## config.mk

```make
export PLATFORM = sky130hd
export DESIGN_NAME = id_fsm
export DESIGN_NICKNAME = d
export VERILOG_FILES = /design/src/rtl/id_fsm.sv
export SDC_FILE = /design/constraint.sdc
export NUM_CORES = 1
export LEC_CHECK = 0
export ABC_CLOCK_PERIOD_IN_PS = 4200
export CAP_MARGIN = 20
export CORE_AREA = 2 2 39 41
export CTS_CLUSTER_SIZE = 30
export DETAILED_ROUTE_END_ITERATION = 7
export DIE_AREA = 0 0 41 43
export DONT_BUFFER_PORTS = 1
export GPL_ROUTABILITY_DRIVEN = 1
export MAX_ROUTING_LAYER = met4
export SLEW_MARGIN = 20
export SYNTH_ARGS = -nofsm -noshare
export SYNTH_HDL_FRONTEND = slang
export SYNTH_SLANG_ARGS = --single-unit
```

## constraint.sdc

```tcl
create_clock -name clk -period 4.2 [get_ports clk]
set_clock_uncertainty 0.15 [all_clocks]
set_input_delay 0.63 -clock clk [delete_from_list [all_inputs] [get_ports clk]]
set_output_delay 0.63 -clock clk [all_outputs]
set_load 0.02 [all_outputs]
```

## src/rtl/id_fsm.sv

```systemverilog
// Identifier recognizer: one ASCII character per clock. out is high while the
// current token is a valid identifier whose most recent character is a digit.
module id_fsm (
  input  logic       clk,
  input  logic       rst,
  input  logic [7:0] char,
  output logic       out
);

  typedef enum logic [1:0] {
    IDLE   = 2'd0,
    ID_LET = 2'd1,
    ID_DIG = 2'd2,
    BAD    = 2'd3
  } state_t;

  state_t r_state;
  logic   r_out;
  logic   w_is_letter;
  logic   w_is_digit;

  // Character class decode; anything neither letter nor digit is a delimiter.
  assign w_is_letter = ((char >= 8'h41) && (char <= 8'h5A)) ||
                       ((char >= 8'h61) && (char <= 8'h7A)) ||
                       (char == 8'h5F);
  assign w_is_digit  = (char >= 8'h30) && (char <= 8'h39);

  // r_out is loaded with the decode of the state being entered, so it always
  // equals (r_state == ID_DIG) without a combinational path to the port.
  always_ff @(posedge clk) begin
    if (rst) begin
      r_state <= IDLE;
      r_out   <= 1'b0;
    end else begin
      r_state <= r_state;
      r_out   <= 1'b0;
      case (r_state)
        IDLE: begin
          if (w_is_letter) begin
            r_state <= ID_LET;
          end else if (w_is_digit) begin
            r_state <= BAD;
          end else begin
            r_state <= IDLE;
          end
        end
        ID_LET, ID_DIG: begin
          if (w_is_letter) begin
            r_state <= ID_LET;
          end else if (w_is_digit) begin
            r_state <= ID_DIG;
            r_out   <= 1'b1;
          end else begin
            r_state <= IDLE;
          end
        end
        BAD: begin
          if (w_is_letter || w_is_digit) begin
            r_state <= BAD;
          end else begin
            r_state <= IDLE;
          end
        end
        default: begin
          r_state <= IDLE;
        end
      endcase
    end
  end

  assign out = r_out;

endmodule

```

==> results_tabular.tex <==
\begin{tabular}{lr}
\hline
Metric & Value \\
\hline
\multicolumn{2}{l}{\textbf{Synthesis}} \\
\quad Number of distinct library cell variants in the gate-level netlist after synthesis & 20 \\
\quad Post-Syn Area & about 240 um\^{}2 \\
\quad Main combinational cell family by area after synthesis & simple AND/OR/NAND/NOR gates \\
\quad XOR/XNOR Fraction of Synth Area & 0 \\
\quad Post-synthesis simple-gate area fraction & 0.3282 \\
\quad Post-synthesis adder-cell area fraction & 0.1026 \\
\quad Mean Syn Cell Area & 7.393 um\^{}2 \\
\quad Number of warnings issued by yosys & 0 \\
\quad Flip-flop and latch count after synthesis & 3 \\
\quad Sequential share of the synthesized area & 0.2462 \\
\quad Nets in the synthesized netlist & between 40 and 50 \\
\quad Proportion of synthesized area in mux cells & 0 \\
\quad Compound-gate portion of the synthesized area & 0.2462 \\
\quad Number of instances in the synthesized netlist & 33 \\
\multicolumn{2}{l}{\textbf{STA}} \\
\quad Worst Hold Slack & about 0.32 ns \\
\quad Rel. slew slack & 0.7794 \\
\quad Final Max Tran Viols & 0 \\
\quad Period Utilization, post-route & 0.3811 \\
\quad Slew at the pin with the worst max-slew slack & 0.3284 ns \\
\quad Final-report setup violation count & 0 \\
\quad Minimum period implied by the final worst setup slack & between 1.5 and 2 ns \\
\quad Unrepaired setup endpoints after global routing & false \\
\quad Achievable frequency & 624.8 MHz \\
\quad Setup TNS & 0 ns \\
\quad Number of hold-slack violations in the final timing report & 0 \\
\multicolumn{2}{l}{\textbf{Critical path}} \\
\quad Buf+Inv Stages, Crit Path & 0 \\
\quad Maximum fanout count along the critical path & 6 \\
\quad Worst Path Class, Setup & input port to flop \\
\quad Element type at the critical path start & input port \\
\quad Cell-by-cell trace of the critical path & or4\_1 > nand3\_1 > o22ai\_1 > a21oi\_1 > nor2\_1 \\
\quad Critical path capture point type & flop \\
\quad Endpoint arrival time on the critical path & around 1.6 ns \\
\quad Endpoint required time on the critical path & 4.17 ns \\
\quad Worst path max stage delay & 0.51 ns \\
\quad CP max stage cell & sky130\_fd\_sc\_hd\_\_or4\_1 \\
\quad Crit path max-delay family & simple AND/OR/NAND/NOR gates \\
\multicolumn{2}{l}{\textbf{Run status}} \\
\quad Result of the run & complete, no violations \\
\multicolumn{2}{l}{\textbf{Placed design}} \\
\quad Count of input and output buffers & 0 \\
\quad Placer's final routability congestion estimate & 0.6683 \\
\quad Detailed placer's ending HPWL & about 400 um \\
\multicolumn{2}{l}{\textbf{Floorplanning}} \\
\quad Cell Rows & 14 \\
\quad Core area & 1384 um\^{}2 \\
\quad Die area & between 1500 and 2000 um\^{}2 \\
\quad Horizontal extent of the die & about 41 um \\
\quad Die H & approximately 43 um \\
\quad Initial standard-cell utilization of the core & 0.1763 \\
\quad \# IOs & 11 \\
\multicolumn{2}{l}{\textbf{Final layout}} \\
\quad Final Core Density & 0.2098 \\
\quad Inserted Diodes & 0 \\
\quad Area overhead of the layout relative to synthesis & 18.97\% \\
\quad Number of nets in the layout & 50 \\
\quad Leading cell types in the layout, fill and taps excluded & 5 x sky130\_fd\_sc\_hd\_\_inv\_1, 3 x sky130\_fd\_sc\_hd\_\_nand2\_1, 3 x sky130\_fd\_sc\_hd\_\_a21oi\_1, 3 x sky130\_fd\_sc\_hd\_\_clkbuf\_4, 3 x sky130\_fd\_sc\_hd\_\_dfxtp\_1 \\
\quad Most common cell after layout, fill and taps aside & sky130\_fd\_sc\_hd\_\_inv\_1 \\
\quad Ratio of cells with drive above 1 in the final layout & 0.08108 \\
\multicolumn{2}{l}{\textbf{CTS}} \\
\quad Clock transition time at the flip-flop clock pins of the worst setup and hold paths & around 0.040 ns \\
\quad Level count of the clock H-tree & 1 \\
\quad Number of sinks handled by clock tree synthesis & 3 \\
\quad Number of buffers added by the clock tree synthesis step & 3 \\
\quad Max Buffers Root-to-Sink & 2 \\
\quad Count of hold-fix buffers inserted at cts & 0 \\
\quad TritonCTS clock tree & done \\
\quad Clock root buffer master & sky130\_fd\_sc\_hd\_\_clkbuf\_4 \\
\quad Post-CTS Setup Repair Bufs & 0 \\
\quad Count of instances resized after the clock tree is built & 0 \\
\quad Insertion delay of the later-clocked pin in the worst-skew pair & roughly 0.23 ns \\
\multicolumn{2}{l}{\textbf{Power and ir drop}} \\
\quad Switching pwr & a little under 20 uW \\
\quad Worst-case vdd ir drop & 0.00005883 V \\
\quad Cell area power density & 309.1 nW/um\^{}2 \\
\quad Logic gate share of total power & 0.112 \\
\quad Post-route total power & about 90 uW \\
\quad Clock network power share & 0.553 \\
\quad Pint & roughly 70 uW \\
\quad Net switching fraction of the power & 0.2163 \\
\quad Leakage power & between 0.0001 and 0.00015 uW \\
\quad Sequential share of power & 0.335 \\
\multicolumn{2}{l}{\textbf{Global route}} \\
\quad Global-route wire length before repair & 834 um \\
\quad Via count of the first global-routing pass & between 200 and 250 \\
\quad Total global-route track usage & 0.07290 \\
\quad Initial antenna violation count & 0 \\
\quad Grt ovf & 0 \\
\quad Largest net degree at the start of global routing & 8 \\
\multicolumn{2}{l}{\textbf{Routing}} \\
\quad DRT iter0 DRCs & 4 \\
\quad Total routed wirelength & 503 um \\
\quad Average wire length per cell after detail routing & about 9.5 um \\
\quad DRT antenna net count & 0 \\
\quad Count of unresolved DRC violations after routing & 0 \\
\quad Routed vias/inst & roughly 4.8 \\
\quad Total number of vias & 255 \\
\quad Total iterations of the first detailed-routing run & 4 \\
\multicolumn{2}{l}{\textbf{Flow run}} \\
\quad Max-cap violation count & 0 \\
\multicolumn{2}{l}{\textbf{Min path}} \\
\quad HP Class & input port to flop \\
\hline
\end{tabular}
-- cells by family after synthesis --
group,after synthesis
AOI/OAI and AO/OA,10
adders and majority gates,2
buffers and inverters,5
DFF,3
and+or+nand+nor,13
-- cell type report --
type                       count  area (um^2)
clock buffer                   4        26.28
sequential                     3        60.06
tap                           16        20.02
fill                         160         1094
multi-input combinational     25        165.2
inverter                       5        18.77
-- per-stage QoR --
step	setup slack [ns]	instances	instance area [um^2]
after floorplan	2.430	33	244.0
after global placement	2.386	49	264.0
after detailed placement	2.368	49	264.0
after CTS	2.613	53	290.3
after global routing	2.500	53	290.3
final	2.600	53	290.3
-- metal layers --
metal	wire, um	vias to the layer above	part of all wire	global-route usage
li1	-	128	-	-
met1	207	113	0.41	0.07668
met2	244	14	0.49	0.09063
met3	51	0	0.10	0.03141
met4	0	0	0	0.08000
met5	0	-	0	-
-- path summary, 6_finish.rpt --
| kind | startpoint | end | slack [ns] | cells after the start |
|---|---|---|---|---|
| min reg2reg | r_state[1] | out | 0.54 | 3 |
| max reg2reg | r_state[0] | out | 3.09 | 3 |
| max | char[1] | r_state[1] | 2.60 | 5 |
| min | rst | r_state[0] | 0.32 | 1 |
-- sequential cells by signal, indices dropped and copies added, names as in the netlist --
signal   count
out          1
r_state      2
-- cell usage after synthesis (all sizes together) --
| master | count | area share |
|---|---|---|
| inv | 5 | 0.077 |
| a21oi | 3 | 0.062 |
| dfxtp | 3 | 0.25 |
| nand2 | 3 | 0.046 |
| ha | 2 | 0.10 |
| o21ai | 2 | 0.041 |
| o22ai | 2 | 0.051 |
| a211oi | 1 | 0.031 |
| a31oi | 1 | 0.026 |
| and3b | 1 | 0.036 |
| nand2b | 1 | 0.026 |
| nand3 | 1 | 0.020 |
| nand3b | 1 | 0.031 |
| nand4b | 1 | 0.036 |
| nor2 | 1 | 0.015 |
| nor2b | 1 | 0.026 |
| nor3 | 1 | 0.020 |
| nor4bb | 1 | 0.041 |
| o311ai | 1 | 0.036 |
| or4 | 1 | 0.031 |
-- worst register-to-register path: cells and delay by family (launching register included) --
kind / cells / cell delay, ns
flops: 1 / 0.32
buf+inv: 1 / 0.04
simple gates: 1 / 0.19
fa+ha+maj: 1 / 0.29
-- power by group through the flow --
stage / registers (uW) / clock network (uW) / logic [uW]
floorplan: 30.4 / 0 / 8.78
global placement: 30.5 / 0 / 9.84
detailed placement: 30.5 / 0 / 10.1
CTS: 30.1 / 51.4 / 10.1
global route: 30.1 / 53.2 / 11.7
finish: 30.0 / 49.6 / 10.1
(Power assumes the default switching activity.)
==> patch 1: new RTL, same flow settings <==
Add an input register stage for `char`, cleared by the reset; this delays it by one clock.
--- a/src/rtl/id_fsm.sv
+++ b/src/rtl/id_fsm.sv
@@ -14,16 +14,26 @@
     BAD    = 2'd3
   } state_t;
 
+  logic [7:0] char_q;
+
+  always_ff @(posedge clk) begin
+    if (rst) begin
+      char_q <= '0;
+    end else begin
+      char_q <= char;
+    end
+  end
+
   state_t r_state;
   logic   r_out;
   logic   w_is_letter;
   logic   w_is_digit;
 
   // Character class decode; anything neither letter nor digit is a delimiter.
-  assign w_is_letter = ((char >= 8'h41) && (char <= 8'h5A)) ||
-                       ((char >= 8'h61) && (char <= 8'h7A)) ||
-                       (char == 8'h5F);
-  assign w_is_digit  = (char >= 8'h30) && (char <= 8'h39);
+  assign w_is_letter = ((char_q >= 8'h41) && (char_q <= 8'h5A)) ||
+                       ((char_q >= 8'h61) && (char_q <= 8'h7A)) ||
+                       (char_q == 8'h5F);
+  assign w_is_digit  = (char_q >= 8'h30) && (char_q <= 8'h39);
 
   // r_out is loaded with the decode of the state being entered, so it always
   // equals (r_state == ID_DIG) without a combinational path to the port.
Formal check against the unedited RTL: not equivalent (a bounded check fails within 4 cycles, from zero or initial values and one cycle with rst high).
==> patch 1 against the original RTL <==
- sequential cell count grew 8
- synthesized area increased by 72%
- sequential share of layout area up 27 points
- wire length up 17%
- total power rose by 120%
- design area is 59% higher
- sequential power rose to 3.7 times the old value
- worst setup slack gained 0.13 ns
- largest power group is now sequential cells
- highest routed layer is now met4
==> patch 1: results (changes against the original RTL) <==
[placement]
gp_congestion=0.836  ; +25%
post-place-ws_ns=2.96  ; +0.597 ns
place_inst=57  ; +16%
post_dp_cell_area_um2=435  ; +65%
dp_hpwl_um=457  ; +11%

[critical_path]
end_kind=output port
r2r_cells=4  ; +1
regToRegEndpoint=r_state[0]$_SDFF_PP0_
rr_startpoint=char_q[1]$_SDFF_PP0_
crit_arrival_ns=0.69  ; -0.88 ns
startpoint=out$_SDFF_PP0_
crit_path_max_fanout=1  ; -5

[cells_and_area]
largest_reg_flops=8  ; +6
fillers=150  ; -6.3%
instances_no_fill=61  ; +15%
nets=58  ; +16%
largest_register=char_q
area_growth_syn_to_layout_pct=10.4
drive_gt1_share_pct=13.3  ; +5.2 points

[cts]
clkTransAtPathRegs_ns=0.08  ; +0.04 ns
clkLatencyLatePin_ns=0.27  ; +0.04 ns

[routing]
vias=273  ; +7.1%
wl_met3_um=30  ; -41%
drt_iter0_drc=1  ; -3
routed.top_layer=met4
wirelength_um=588  ; +17%
met1_length_um=259  ; +25%
drtPass1Iterations=3  ; -1

[global_routing]
grt_pass1_vias=267  ; +13%
grt_pass1_wl_um=1060  ; +26%
grt_max_degree=12  ; +4
use_met2_pct=12.8  ; +3.7 points
grt.met1_usage_pct=10.7  ; +3.1 points

[worst_hold_path]
hold_end=char_q[6]$_SDFF_PP0_

[power]
irDropWorstVdd_uv=186  ; +220%
p_leak_nw=0.171  ; +48%
p_sw_uw=44.0  ; +130%

[sta]
hold_ws_ns=0.268  ; -0.0492 ns
max_freq_mhz=681  ; +9.0%
max-slew-margin-rel_pct=84.7  ; +6.7 points

[yosys]
syn-num-nets=54  ; +20%
netlist_instances=42  ; +27%
ys_seq_area_share_pct=52.5  ; +28 points
synthAdderAreaFrac_pct=5.97  ; -4.3 points
ys_types=17  ; -15%
synth-compound-area-share_pct=11.3  ; -13 points

[run_status]
status=complete, no violations

patch 1: cell count changes after synthesis, sizes merged, moves of 2 or more:
cell   before  now
dfxtp       3   11
nor2b       1    8
inv         5    2
nor2        1    4
nand2       3    1
o22ai       2    0
patch 1: power by group through the flow:
stage               Combinational, mW  Clock (mW)  Sequential (mW)
finish                        0.00971      0.0721            0.112
global route                   0.0116      0.0814            0.113
detailed placement            0.00998           0            0.115
floorplan                      0.0102           0            0.114
global placement              0.00993           0            0.115
CTS                           0.00993      0.0757            0.112
patch 1: cells by family (layout without fill, tap and decap cells):
logic type,count (synthesis),after routing
AO/OA/AOI/OAI,6,6
flip-flops,11,11
adder cells (fa/ha/maj),2,2
AND/OR/NAND/NOR,20,20
buffers and inverters,3,6
patch 1: layout make-up:
class	count	share of cell area [%]
clock buffers	3	4.86
clock inverters	1	1.08
inverters	2	1.62
multi-input cells	28	40.5
flip-flops and latches	11	47.6
well taps	16	4.32
==> patch 2: new RTL, config.mk and constraints unchanged <==
Made on the original files. Make the reset (`rst`) asynchronous in one clocked block.
--- a/src/rtl/id_fsm.sv
+++ b/src/rtl/id_fsm.sv
@@ -27,7 +27,7 @@
 
   // r_out is loaded with the decode of the state being entered, so it always
   // equals (r_state == ID_DIG) without a combinational path to the port.
-  always_ff @(posedge clk) begin
+  always_ff @(posedge clk or posedge rst) begin
     if (rst) begin
       r_state <= IDLE;
       r_out   <= 1'b0;
Behaviour: differs if rst is asserted again (counterexample within 4 cycles, from zero or initial values and one cycle with rst high); with rst held inactive, the same outputs for 10 cycles.
==> patch 2 against the original RTL <==
- sequential cell count stayed put
- synthesized area is 14% lower
- design area is 12% lower
- fmax is 11% lower
- total power is 2.6% lower
- wire length is 22% lower
- worst setup slack worse by 0.20 ns
- hold slack worse by 0.31 ns
- largest power group unchanged
- highest routed layer unchanged
==> patch 2: results (changes against the original RTL) <==
[power]
p_leak_nw=0.117  ; +1.8%
irDropWorstVdd_uv=108  ; +83%

[routing]
wirelength_um=393  ; -22%
dr_wl_met2_um=184  ; -25%
drtPass1Iterations=3  ; -1
drt_iter0_drc=3  ; -1
vias_per_cell=4.39  ; -8.8%
vias=180  ; -29%
routed.top_layer=met3
wl_met3_um=51  ; unchanged
met1_length_um=156  ; -25%

[yosys]
synthTopCellsByCount=dfrtp_1 (3), inv_1 (3), ha_1 (2), nand4b_1 (2)
ys_seq_area_share_pct=35.9  ; +11 points
synth_ff_type=dfrtp_1
syn_avg_cell_area_um2=9.95  ; +35%
yosys-top-cells-area=dfrtp_1 (36%), ha_1 (12%), nand4b_1 (8.4%)
synth_warnings=0  ; unchanged
syn-num-nets=33  ; -27%
ys_types=15  ; -25%
ys_async_sr_fraction_pct=100  ; +100 points

[critical_path]
rr_startpoint=r_state[0]$_DFF_PP0_
crit_arrival_ns=1.82  ; +0.25 ns
slowest_stage=a2111oi_0
startpoint=char[1]
rrSetupSlack_ns=2.82  ; -0.27 ns
path_delay_family=compound AO/OA/AOI/OAI gates
crit_path_max_fanout=3  ; -3
max_stage_delay_ns=0.70  ; +0.19 ns

[sta]
max-slew-margin-rel_pct=49.7  ; -28 points
hold_ws_ns=0.00528  ; -0.312 ns

[cells_and_area]
largest_reg_flops=2  ; unchanged
nets=38  ; -24%
drive_gt1_share_pct=20.0  ; +12 points
diodes=0  ; unchanged
largest_register=r_state

[cts]
cts_resized=0  ; unchanged
clkTransAtPathRegs_ns=0.04  ; about the same
clkLatencyLatePin_ns=0.23  ; about the same
post_cts.repair.setup_buffers=0  ; unchanged
ctsRootBufferMaster=clkbuf_4
htreeDepth=1  ; unchanged
cts_max_path_buffers=2  ; unchanged
cts_buffers=3  ; unchanged

[placement]
gp_congestion=0.674  ; +0.90%
port_buffers=0  ; unchanged
place_inst=37  ; -24%

[run_status]
status=complete, no violations

[worst_hold_path]
hold_path.class=in -> async

[global_routing]
antenna_found_initial=0  ; unchanged
grt_pass1_vias=210  ; -11%
grt_pass1_wl_um=690  ; -17%
grt_usage_pct=6.59  ; -0.70 points
grt_max_degree=4  ; -4

[patch 2: final cells by class]
cell class / count / area (um2)
Fill cell: 153 / 1130
Multi-Input combinational cell: 15 / 123
Clock buffer: 4 / 26.3
Sequential cell: 3 / 75.1
Tap cell: 16 / 20.0
Inverter: 3 / 11.3
[patch 2: through the flow]
step	setup WS, ns	power, mW	instance area (um2)
2_1_floorplan	2.22	0.0372	209
3_3_place_gp	2.11	0.0384	229
3_5_place_dp	2.14	0.0386	229
4_1_cts	2.38	0.0903	255
5_1_grt	2.26	0.0942	255
6_report	2.40	0.0874	255
[patch 2: worst paths after layout]
kind,end,depth (start not counted)
min in group clk,r_state[1]$_DFF_PP0_,2
max reg2reg,r_state[0]$_DFF_PP0_,4
max in group asynchronous,r_state[0]$_DFF_PP0_,1
min reg2reg,r_state[1]$_DFF_PP0_,2
min,out$_DFF_PP0_,1
max,r_state[0]$_DFF_PP0_,3
[patch 2: logic make-up after synthesis]
family	synth area share (%)
simple gates	31.7
compound gates	15.0
buf+inv	5.39
flops	35.9
fa+ha+maj	12.0
[patch 2: routing by layer]
layer / global-route usage [%] / vias up
li1: - / 86
met5: - / -
met4: 6.00 / 0
met2: 9.06 / 12
met3: 4.71 / 0
met1: 5.48 / 82
[patch 2: power breakdown]
part           switching, mW  internal [mW]  total [mW]
Sequential          0.000740         0.0301      0.0309
Clock                 0.0138         0.0355      0.0494
Combinational        0.00319        0.00396     0.00715
